### config.mk
export PLATFORM = sky130hd
export DESIGN_NAME = dc_pid_seq
export DESIGN_NICKNAME = d
export VERILOG_FILES = /design/src/rtl/dc_pkg.sv /design/src/rtl/dc_pid_seq.sv
export SDC_FILE = /design/constraint.sdc
export NUM_CORES = 1
export LEC_CHECK = 0
export ABC_CLOCK_PERIOD_IN_PS = 1500
export BUFFER_PORTS_ARGS = -buffer_cell sky130_fd_sc_hd__clkbuf_2
export CAP_MARGIN = 40
export CELL_PAD_IN_SITES_DETAIL_PLACEMENT = 0
export CELL_PAD_IN_SITES_GLOBAL_PLACEMENT = 1
export CORE_MARGIN = 2
export CORE_UTILIZATION = 37
export DETAILED_ROUTE_END_ITERATION = 10
export GPL_ROUTABILITY_DRIVEN = 0
export PLACE_DENSITY = 0.77
export SYNTH_ARGS = -nofsm -noshare
export SYNTH_HDL_FRONTEND = slang
export SYNTH_SLANG_ARGS = --single-unit
### constraint.sdc
create_clock -name clk -period 1.5 [get_ports clk]
set_input_delay 0.15 -clock clk [delete_from_list [all_inputs] [get_ports clk]]
set_output_delay 0.15 -clock clk [all_outputs]
set_load 0.05 [all_outputs]
### src/rtl/dc_pkg.sv
// Shared encodings for the dc_datapath PID engine: mux selects, EEPROM map,
// sequencer state encoding and multiply length.
package dc_pkg;

  localparam int DC_MULT_STEPS = 14;

  localparam logic [1:0] DC_EEP_XSET = 2'b00;
  localparam logic [1:0] DC_EEP_P    = 2'b01;
  localparam logic [1:0] DC_EEP_I    = 2'b10;
  localparam logic [1:0] DC_EEP_D    = 2'b11;

  localparam logic [2:0] A_CFGDATA  = 3'd0;
  localparam logic [2:0] A_XMEAS    = 3'd1;
  localparam logic [2:0] A_ERR      = 3'd2;
  localparam logic [2:0] A_PROD2815 = 3'd3;
  localparam logic [2:0] A_DUTY     = 3'd4;
  localparam logic [2:0] A_SUMERRA  = 3'd5;
  localparam logic [2:0] A_DIFERR   = 3'd6;
  localparam logic [2:0] A_ZEROA    = 3'd7;

  localparam logic [2:0] B_XSET      = 3'd0;
  localparam logic [2:0] B_SUMERRB   = 3'd1;
  localparam logic [2:0] B_PREVERR   = 3'd2;
  localparam logic [2:0] B_ZEROB     = 3'd3;
  localparam logic [2:0] B_PID       = 3'd4;
  localparam logic [2:0] B_POSACKA5A = 3'd5;
  localparam logic [2:0] B_PROD2512  = 3'd6;
  localparam logic [2:0] B_EEPDATA   = 3'd7;

  typedef enum logic [3:0] {
    S_IDLE      = 4'd0,
    S_RD_XSET   = 4'd1,
    S_LD_XSET   = 4'd2,
    S_ERR       = 4'd3,
    S_SUMERR    = 4'd4,
    S_DIFERR    = 4'd5,
    S_PREVERR   = 4'd6,
    S_RD_COEF   = 4'd7,
    S_LD_COEF   = 4'd8,
    S_MULT_INIT = 4'd9,
    S_MULT      = 4'd10,
    S_ACCUM     = 4'd11,
    S_DONE      = 4'd12
  } state_t;

endpackage

### src/rtl/dc_pid_seq.sv
// PID update sequencer: error front end, then three coefficient/Booth-multiply/
// accumulate passes (P, I, D) driving the dc_datapath selects and strobes.
module dc_pid_seq
  import dc_pkg::*;
#(
  parameter int         MULT_STEPS = DC_MULT_STEPS,
  parameter logic [1:0] EEP_XSET   = DC_EEP_XSET,
  parameter logic [1:0] EEP_P      = DC_EEP_P,
  parameter logic [1:0] EEP_I      = DC_EEP_I,
  parameter logic [1:0] EEP_D      = DC_EEP_D
) (
  input  logic       clk,
  input  logic       rst,
  input  logic       go,
  input  logic [1:0] c_prod,
  output logic [1:0] eep_addr,
  output logic [2:0] c_asel,
  output logic [2:0] c_bsel,
  output logic       c_err,
  output logic       c_duty,
  output logic       c_sumerr,
  output logic       c_diferr,
  output logic       c_xset,
  output logic       c_preverr,
  output logic       c_pid,
  output logic       c_init_prod,
  output logic       c_subtract,
  output logic       c_multsat,
  output logic       c_clr_duty,
  output logic       busy,
  output logic       done
);

  localparam logic [3:0] LAST_STEP = 4'(MULT_STEPS - 1);

  state_t     r_state, w_next;
  logic [1:0] r_term;
  logic [3:0] r_step;
  logic [1:0] w_coef_addr;
  logic [2:0] w_mult_asel;
  logic       w_last_step;
  logic       w_term_bad;

  assign w_last_step = (r_step == LAST_STEP);
  assign w_term_bad  = (r_term == 2'd3);

  always_comb begin
    w_coef_addr = EEP_P;
    w_mult_asel = A_ERR;
    case (r_term)
      2'd1:    begin w_coef_addr = EEP_I; w_mult_asel = A_SUMERRA; end
      2'd2:    begin w_coef_addr = EEP_D; w_mult_asel = A_DIFERR;  end
      default: ;
    endcase
  end

  always_ff @(posedge clk or posedge rst) begin
    if (rst) begin
      r_state <= S_IDLE;
      r_term  <= 2'd0;
      r_step  <= 4'd0;
    end else begin
      r_state <= w_next;
      if (r_state == S_PREVERR)
        r_term <= 2'd0;
      else if (r_state == S_ACCUM && r_term != 2'd2)
        r_term <= r_term + 2'd1;
      if (r_state == S_MULT_INIT || (r_state == S_MULT && w_last_step))
        r_step <= 4'd0;
      else if (r_state == S_MULT)
        r_step <= r_step + 4'd1;
    end
  end

  always_comb begin
    w_next      = r_state;
    eep_addr    = EEP_XSET;
    c_asel      = A_ZEROA;
    c_bsel      = B_ZEROB;
    c_err       = 1'b0;
    c_duty      = 1'b0;
    c_sumerr    = 1'b0;
    c_diferr    = 1'b0;
    c_xset      = 1'b0;
    c_preverr   = 1'b0;
    c_pid       = 1'b0;
    c_init_prod = 1'b0;
    c_subtract  = 1'b0;
    c_multsat   = 1'b0;
    c_clr_duty  = 1'b0;
    busy        = (r_state != S_IDLE);
    done        = 1'b0;
    case (r_state)
      S_IDLE:    if (go) w_next = S_RD_XSET;
      S_RD_XSET: w_next = S_LD_XSET;
      S_LD_XSET: begin
        c_xset = 1'b1;
        c_bsel = B_EEPDATA;
        w_next = S_ERR;
      end
      S_ERR: begin
        c_err      = 1'b1;
        c_subtract = 1'b1;
        c_asel     = A_XMEAS;
        c_bsel     = B_XSET;
        w_next     = S_SUMERR;
      end
      S_SUMERR: begin
        c_sumerr = 1'b1;
        c_asel   = A_ERR;
        c_bsel   = B_SUMERRB;
        w_next   = S_DIFERR;
      end
      S_DIFERR: begin
        c_diferr   = 1'b1;
        c_subtract = 1'b1;
        c_asel     = A_ERR;
        c_bsel     = B_PREVERR;
        w_next     = S_PREVERR;
      end
      S_PREVERR: begin
        // duty is cleared here so an aborted run never leaks into the next
        c_preverr  = 1'b1;
        c_clr_duty = 1'b1;
        c_asel     = A_ERR;
        w_next     = S_RD_COEF;
      end
      S_RD_COEF: begin
        eep_addr = w_coef_addr;
        w_next   = w_term_bad ? S_IDLE : S_LD_COEF;
      end
      S_LD_COEF: begin
        eep_addr = w_coef_addr;
        c_pid    = 1'b1;
        c_bsel   = B_EEPDATA;
        w_next   = w_term_bad ? S_IDLE : S_MULT_INIT;
      end
      S_MULT_INIT: begin
        c_init_prod = 1'b1;
        c_asel      = w_mult_asel;
        w_next      = w_term_bad ? S_IDLE : S_MULT;
      end
      S_MULT: begin
        // Booth pair decode is combinational on the live product LSBs
        c_asel = A_PROD2815;
        case (c_prod)
          2'b01:   c_bsel = B_PID;
          2'b10:   begin c_bsel = B_PID; c_subtract = 1'b1; end
          default: c_bsel = B_ZEROB;
        endcase
        if (w_term_bad)       w_next = S_IDLE;
        else if (w_last_step) w_next = S_ACCUM;
      end
      S_ACCUM: begin
        c_duty    = 1'b1;
        c_multsat = 1'b1;
        c_asel    = A_DUTY;
        c_bsel    = B_PROD2512;
        if (w_term_bad)           w_next = S_IDLE;
        else if (r_term == 2'd2)  w_next = S_DONE;
        else                      w_next = S_RD_COEF;
      end
      S_DONE: begin
        done   = 1'b1;
        w_next = S_IDLE;
      end
      default: w_next = S_IDLE;
    endcase
  end

endmodule

Word level (Yosys, flattened, before mapping)
Cells that the tools add are included.
{"block": "word_totals", "reg_bits": 10, "inputBits": 5, "out_inout_bits": 21, "word_cells": 69}
{"block": "op_classes", "mux": 30, "n_reduce_logical": 13, "n_addsub": 2, "n_eq_ne": 21}
{"cell": "case mux 4 bit (12 select lines)", "n": 1}
{"cell": "2-to-1 mux 4 bit", "n": 10}
{"cell": "== test 4 bit (second input constant)", "n": 6}
{"cell": "case mux 3 bit (6 select lines)", "n": 1}
{"cell": "== test 4 x 3 -> 1 bit (second input constant)", "n": 4}
{"cell": "case mux 3 bit (5 select lines)", "n": 1}
{"cell": "2-to-1 mux 1 bit", "n": 10}
{"cell": "== test 4 x 2 -> 1 bit (second input constant)", "n": 2}
{"cell": "OR reduction 2 bit", "n": 4}
{"cell": "== test 2 bit (second input constant)", "n": 3}
{"cell": "2-to-1 mux 2 bit", "n": 3}
{"cell": "case mux 3 bit (2 select lines)", "n": 1}
{"cell": "adder 4 x 1 -> 4 bit (second input constant)", "n": 1}
{"cell": "== test 2 x 1 -> 1 bit (second input constant)", "n": 2}
{"cell": "== test 4 x 1 -> 1 bit (second input constant)", "n": 1}
{"cell": "zero test 4 bit", "n": 1}
{"cell": "inequality test 2 bit (second input constant)", "n": 2}
{"cell": "case mux 2 bit (2 select lines)", "n": 1}
{"cell": "nonzero test 2 bit", "n": 2}
{"cell": "nonzero test 4 bit", "n": 1}
{"cell": "2-to-1 mux 3 bit", "n": 1}
{"cell": "inequality test 3 bit (second input constant)", "n": 1}
{"cell": "OR reduction 3 bit", "n": 1}
{"cell": "adder 2 x 1 -> 2 bit (second input constant)", "n": 1}
{"cell": "other kinds (4)", "n": 5}

Depth between registers and ports, before layout
Gate-level depths: netlist of the first run.
{"block": "depth", "ltp_word": 4, "depth_mapped": 5, "ltp_nobuf": 5}

Least setup slack after synthesis of the first run
Ideal clock, no wire load.
{"block": "synth_timing", "path_kind": "reg-to-output", "start": "reg r_state[1]", "end": "out c_bsel[2]", "setup_slack_ps": -1888, "path_stages_with_launch": 6, "arrival_ps": 3238, "t_required_ps": 1350, "path_cell_list": "dfrtp_1 -> buf_4 -> buf_4 -> nand2_1 -> nor2_1 -> a2111oi_0"}
{"block": "synth_between", "elab_chain_len": 3, "word_cells_on_any_way": 9}
{"element": "start: declaration", "line_no": "dc_pid_seq.sv:36", "text": "state_t r_state, w_next;"}
{"element": "start signal: assignment", "line_no": "dc_pid_seq.sv:63", "text": "r_state <= w_next;"}
{"element": "== test 4 bit / == test 4 x 2 -> 1 bit (equally long branches)", "line_no": "dc_pid_seq.sv:93", "text": "case (r_state)"}
{"element": "OR reduction 2 bit (no line)"}
{"element": "case mux 3 bit (6 select lines) (*)", "line_no": "dc_pid_seq.sv:93"}
{"element": "end: declaration", "line_no": "dc_pid_seq.sv:18", "text": "output logic [2:0] c_bsel,"}
Mark *: on every way between the ends. The rest lies on a longest branch, timed or not.

Final worst setup path of the first run
{"block": "layout_timing", "start": "reg r_state[3]", "end": "out c_bsel[2]"}
The elaborated chain is that of the path after synthesis.

==> results of run 1 <==
==> power by group <==
part           total [W]  leakage, nW  internal (W)  switching [W]
registers       0.000557        0.123      0.000378       0.000179
logic            0.00504        0.848       0.00243        0.00261
clock network   0.000202       0.0138     0.0000935       0.000109
==> layout make-up <==
type,count,area share [%]
Clock buffer,3,1.011
Inverter,10,1.797
Multi-Input combinational cell,85,41.89
Sequential cell,10,11.51
Tap cell,30,1.684
Timing Repair Buffer,85,42.11
==> worst reg2reg max path, cell delays in order, from the launching register on <==
cell	delay (ns)
dfrtp_2	0.47
buf_6	0.15
or4_4	0.56
buf_4	0.16
buf_6	0.10
a2bb2oi_2	0.11
o211a_1	0.11
==> metrics by stage <==
step	setup WS [ns]	cells	total power (W)
after floorplan	-0.3644	115	0.002629
after global placement	-0.08150	202	0.003748
after detailed placement	-0.08488	202	0.003801
after CTS	-0.2708	217	0.004957
after global routing	-0.4043	223	0.005997
final	-0.3735	223	0.005802
==> layer usage <==
metal	GRT usage (%)	part of all wire, %	up-vias
met1	29.09	33	617
met5	0	0	-
li1	-	-	562
met3	7.923	6.5	28
met4	16.25	5.4	0
met2	57.74	55	80
==> cells in the mapped netlist (all sizes together) (3+ instances only) <==
| cell type | instances | share of area (%) |
|---|---|---|
| a21oi | 10 | 5.3 |
| buf | 10 | 7.6 |
| dfrtp | 10 | 26 |
| inv | 10 | 3.9 |
| ha | 8 | 11 |
| nand2b | 8 | 5.3 |
| nor2 | 8 | 3.2 |
| o21ai | 7 | 3.7 |
| nand2 | 6 | 2.4 |
| nor3 | 4 | 2.6 |
| nor2b | 3 | 2.0 |
| o31ai | 3 | 2.4 |
==> placed cells by master, fill, tap and decap left out, types with 3 or more instances in the layout <==
cell type   n
inv_2       3
o21ai_2     3
buf_8      11
clkbuf_4    3
nor2_4      6
dfrtp_1     5
nand2b_1    3
a21oi_2     4
clkbuf_16   4
ha_1        6
nand2b_4    5
clkbuf_2    4
clkbuf_8    3
inv_1       6
o21ai_1     3
buf_6      23
a21oi_1     4
buf_4      35
buf_12      4
nand2_1     5
dfrtp_2     5
==> kinds of logic (layout without fill, tap and decap cells) <==
| logic type | count (synthesis) | in the layout | share of synthesized area [%] |
|---|---|---|---|
| and+or+nand+nor | 44 | 44 | 28.91 |
| muxes | 2 | 2 | 2.103 |
| buffers and inverters | 20 | 98 | 11.56 |
| DFF | 10 | 10 | 26.28 |
| AOI/OAI and AO/OA | 29 | 29 | 18.79 |
| adders and majority gates | 8 | 8 | 10.51 |
| xor gates and xnor gates | 2 | 2 | 1.840 |
==> timing repair <==
action / CTS / global route
hold endpoints to repair: 10 / 0
pin swaps: 5 / 15
endpoints found under the setup margin: 25 / 26
setup buffers: 11 / 9
hold buffers: 1 / 0
gates resized for setup: 79 / 47
==> final timing paths <==
check	start	endpoint	slack [ns]	depth (start not counted)
worst min register to register	r_step[3]	r_step[3]	0.59	2
worst min-delay path	go	r_state[0]	0.25	3
worst max-delay path	r_state[3]	c_bsel[2]	-0.37	4
min in group asynchronous	rst	r_step[3]	0.44	3
max in group asynchronous	rst	r_state[1]	0.74	3
worst max register to register	r_state[3]	r_state[0]	-0.28	6
==> state kept, by name (all words and copies together) (netlist names) <==
register  count
r_state       4
r_step        4
r_term        2
==> results by group, run 1 <==
Setup path
  • CP max-delay cell: dfrtp_2
  • Top Family by Delay on Critical Path: buffers and inverters
  • Setup CP Type: flip-flop to primary output
  • Largest stage delay, worst path: 0.44 ns
  • Arrival time worst endpoint: 1.72 ns
  • Critical Path Sink Type: primary output
  • CP startpoint kind: flip-flop
  • Worst path cell trace: buf_4, inv_1, a2111oi_4, clkbuf_8
  • CP bufs+invs: 3
  • Req. time, crit path: 1.35 ns
  • Crit path max fanout: 6

Run status
  • Failing checks: setup timing
  • Outcome: complete, but fails checks

Timing
  • Final setup violation count: 27
  • Period utilization: 124.9%
  • Max Slew Vio Count: 0
  • RSZ-0062 raised after global routing: true
  • Final Hold Viols: 0
  • Fin crit period: 1.873 ns
  • Hold slack: 0.2520 ns
  • Clk_skew: 0.001751 ns
  • Slew margin rel.: 70.61%
  • Measured slew at the worst slew-check pin: 0.4403 ns
  • Final worst slack: -0.3735 ns
  • Fmax: 533.8 MHz
  • Setup TNS: -4.886 ns

Finish
  • Synth-to-Final Area Change: 134.0%
  • Final instance area: 2228 um^2
  • Layout cells sized above 1: 73.06%
  • Number of diodes: 0
  • FF+latch area: 256.5 um^2
  • Final core occ: 90.77%
  • Multi-input combinational cell area: 933.4 um^2
  • Fillcell total: 97
  • Fin nets: 208

Synth
  • FFs w/ async S/R, synth: 100.0%
  • Count of different cell masters after synthesis: 38
  • Sequential area share after synthesis: 26.28%
  • Synth Instances: 115
  • Synthesized area per cell: 8.280 um^2
  • Synth Warn #: 0
  • Register bit total from synthesis: 10
  • Mapped Area: 952.2 um^2
  • Ys flop type: dfrtp_1
  • Syn Nets: 128
  • Post-synth EDFFs: 0

Clock tree
  • CTS buffer count: 3
  • CTS tree: yes
  • Clk buf depth: 2
  • Clock-pin slew on the worst setup and hold paths: 0.07 ns
  • Clk_lat worst skew: 0.28 ns
  • Root Buffer: clkbuf_4
  • Clk sinks: 10
  • H-Tree Level Count: 1

Detailed routing
  • DR vias: 1287
  • Residual DRC: 0
  • Iter 0 DRT Violations: 50
  • WL final: 5.109 mm
  • TritonRoute pass-1 iters: 4
  • Vias/cell: 5.771
  • Wire length per cell: 22.91 um
  • DRT antenna net count: 0

Placement
  • Post-DP Area: 1546 um^2
  • Dpl hpwl: 2.345 mm
  • PortBufs: 25

Floorplanning
  • Initial core utilization: 38.79%
  • Full die area: 2995 um^2
  • Site Rows: 18
  • IO Count: 26
  • Die Span Y: 54.73 um
  • Core Box Area: 2455 um^2
  • Die width: 54.73 um

Global route
  • Largest net degree at the start of global routing: 11
  • Initial antenna violation count: 0
  • Vias in the first global route: 1274
  • Grt total ovfl: 0
  • Total track usage: 30.35%
  • First-pass GRT wire length: 6.147 mm

Power
  • Worst vdd ir: 0.002731 V
  • Leakage: 0.9853 nW
  • PD cells: 2604 nW/um^2

Worst hold path
  • HP Class: primary input to flip-flop

Flow run
  • Maxcap violations: 0
Note: power is estimated with default switching activity, not from simulation.
==> run 2: changes to the inputs <==
--- a/config.mk
+++ b/config.mk
@@ -6,7 +6,7 @@
 export NUM_CORES = 1
 export LEC_CHECK = 0
 export ABC_CLOCK_PERIOD_IN_PS = 1500
-export BUFFER_PORTS_ARGS = -buffer_cell sky130_fd_sc_hd__clkbuf_2
+export BUFFER_PORTS_ARGS = -buffer_cell sky130_fd_sc_hd__buf_2
 export CAP_MARGIN = 40
 export CELL_PAD_IN_SITES_DETAIL_PLACEMENT = 0
 export CELL_PAD_IN_SITES_GLOBAL_PLACEMENT = 1
==> results by group, run 2 (synthesized netlist as in run 1, its figures left out) <==
Floorplanning
  • Full die area: 2995 um^2
  • Site Rows: 18
  • IO Count: 26
  • Die Span Y: 54.73 um
  • Initial core utilization: 38.79%
  • Die width: 54.73 um
  • Core Box Area: 2455 um^2

Placement
  • Dpl hpwl: 2.210 mm
  • PortBufs: 25

Timing
  • Final Hold Viols: 0
  • Fin crit period: 1.740 ns
  • Hold slack: 0.2540 ns
  • RSZ-0062 raised after global routing: true
  • Max Slew Vio Count: 0
  • Final worst slack: -0.2404 ns
  • Slew margin rel.: 73.56%
  • Fmax: 574.6 MHz
  • Measured slew at the worst slew-check pin: 0.3932 ns
  • Setup TNS: -2.704 ns
  • Final setup violation count: 23
  • Period utilization: 116.0%
  • Clk_skew: 0.004837 ns

Detailed routing
  • DR vias: 1157
  • TritonRoute pass-1 iters: 4
  • Iter 0 DRT Violations: 25
  • Wire length per cell: 17.25 um
  • Residual DRC: 0
  • Vias/cell: 5.458
  • DRT antenna net count: 0
  • WL final: 3.657 mm

Finish
  • Fin nets: 196
  • Layout cells sized above 1: 66.48%
  • Most frequent cells in the layout: buf_6, buf_4, inv_1, ha_1, dfrtp_1
  • Number of diodes: 0
  • Final core occ: 80.33%
  • Top flop regs: r_state (4), r_step (4), r_term (2)
  • Synth-to-Final Area Change: 107.1%
  • Fillcell total: 138

Setup path
  • Crit path max fanout: 7
  • CP startpoint kind: flip-flop
  • Critical Path Sink Type: primary output
  • Req. time, crit path: 1.35 ns
  • Arrival time worst endpoint: 1.59 ns
  • Setup CP Type: flip-flop to primary output

Flow run
  • Maxcap violations: 0

Run status
  • Failing checks: setup timing
  • Outcome: complete, but fails checks

Clock tree
  • Clk buf depth: 2
  • Clk_lat worst skew: 0.27 ns
  • Clock-pin slew on the worst setup and hold paths: 0.07 ns
  • CTS tree: yes
  • Clk sinks: 10
  • Root Buffer: clkbuf_4
  • CTS buffer count: 3
  • H-Tree Level Count: 1

Global route
  • Vias in the first global route: 1186
  • Largest net degree at the start of global routing: 16
  • First-pass GRT wire length: 5.147 mm
  • Initial antenna violation count: 0
  • Grt total ovfl: 0
  • Total track usage: 24.13%

Worst hold path
  • HP Class: primary input to flip-flop
## run 2: changes by cell type in the layout (fill, tap and decap cells not counted), sizes merged
| cell | change |
|---|---|
| buf | -1 |
| clkbuf | -10 |
## run 2: worst paths after layout
path | to | cells after the start | from | slack [ns]
worst max register to register | r_step[3] | 5 | r_state[0] | -0.07
worst max-delay path | busy | 3 | r_state[0] | -0.24
worst min-delay path | r_state[0] | 3 | go | 0.25
min in group asynchronous | r_step[1] | 3 | rst | 0.40
max in group asynchronous | r_state[0] | 3 | rst | 0.80
worst min register to register | r_step[1] | 2 | r_step[1] | 0.56
## run 2: worst max-delay path, stage by stage (launching register included)
cell	delay, ns
dfrtp_2	0.46
buf_6	0.16
or4_4	0.54
buf_8	0.17
## run 2: final cells by class
class / count / area, um^2 / share of cell area, %
clock buffers: 4 / 36.28 / 1.840
inverters: 10 / 40.04 / 2.030
multi-input cells: 85 / 895.9 / 45.43
flip-flops and latches: 10 / 254.0 / 12.88
well taps: 30 / 37.54 / 1.904
repair buffers: 73 / 708.2 / 35.91
## run 2: repair_timing
item                                    CTS  global route
hold buffers                              1             0
buffers inserted                          6             9
pin swaps                                 5             6
endpoints found under the hold margin    10             0
endpoints found under the setup margin   25            25
resized for setup                        81            24
## run 2: metal layers
layer  track usage, %  wire [um]
met5                0          0
met4            7.500         74
met3            6.011        152
met2            43.65       2004
met1            27.39       1426
## run 2: metrics by stage
| stage | instance area, um^2 | instances | setup slack (ns) |
|---|---|---|---|
| after global routing | 1972 | 212 | -0.2872 |
| final | 1972 | 212 | -0.2404 |
| after floorplan | 1096 | 115 | -0.3644 |
| after global placement | 1441 | 194 | -0.03660 |
| after CTS | 1836 | 205 | -0.2030 |
| after detailed placement | 1441 | 194 | -0.06794 |
Power of run 2 is not shown: default switching activity piles up to over one toggle a cycle in this logic, so the estimate is an artifact.
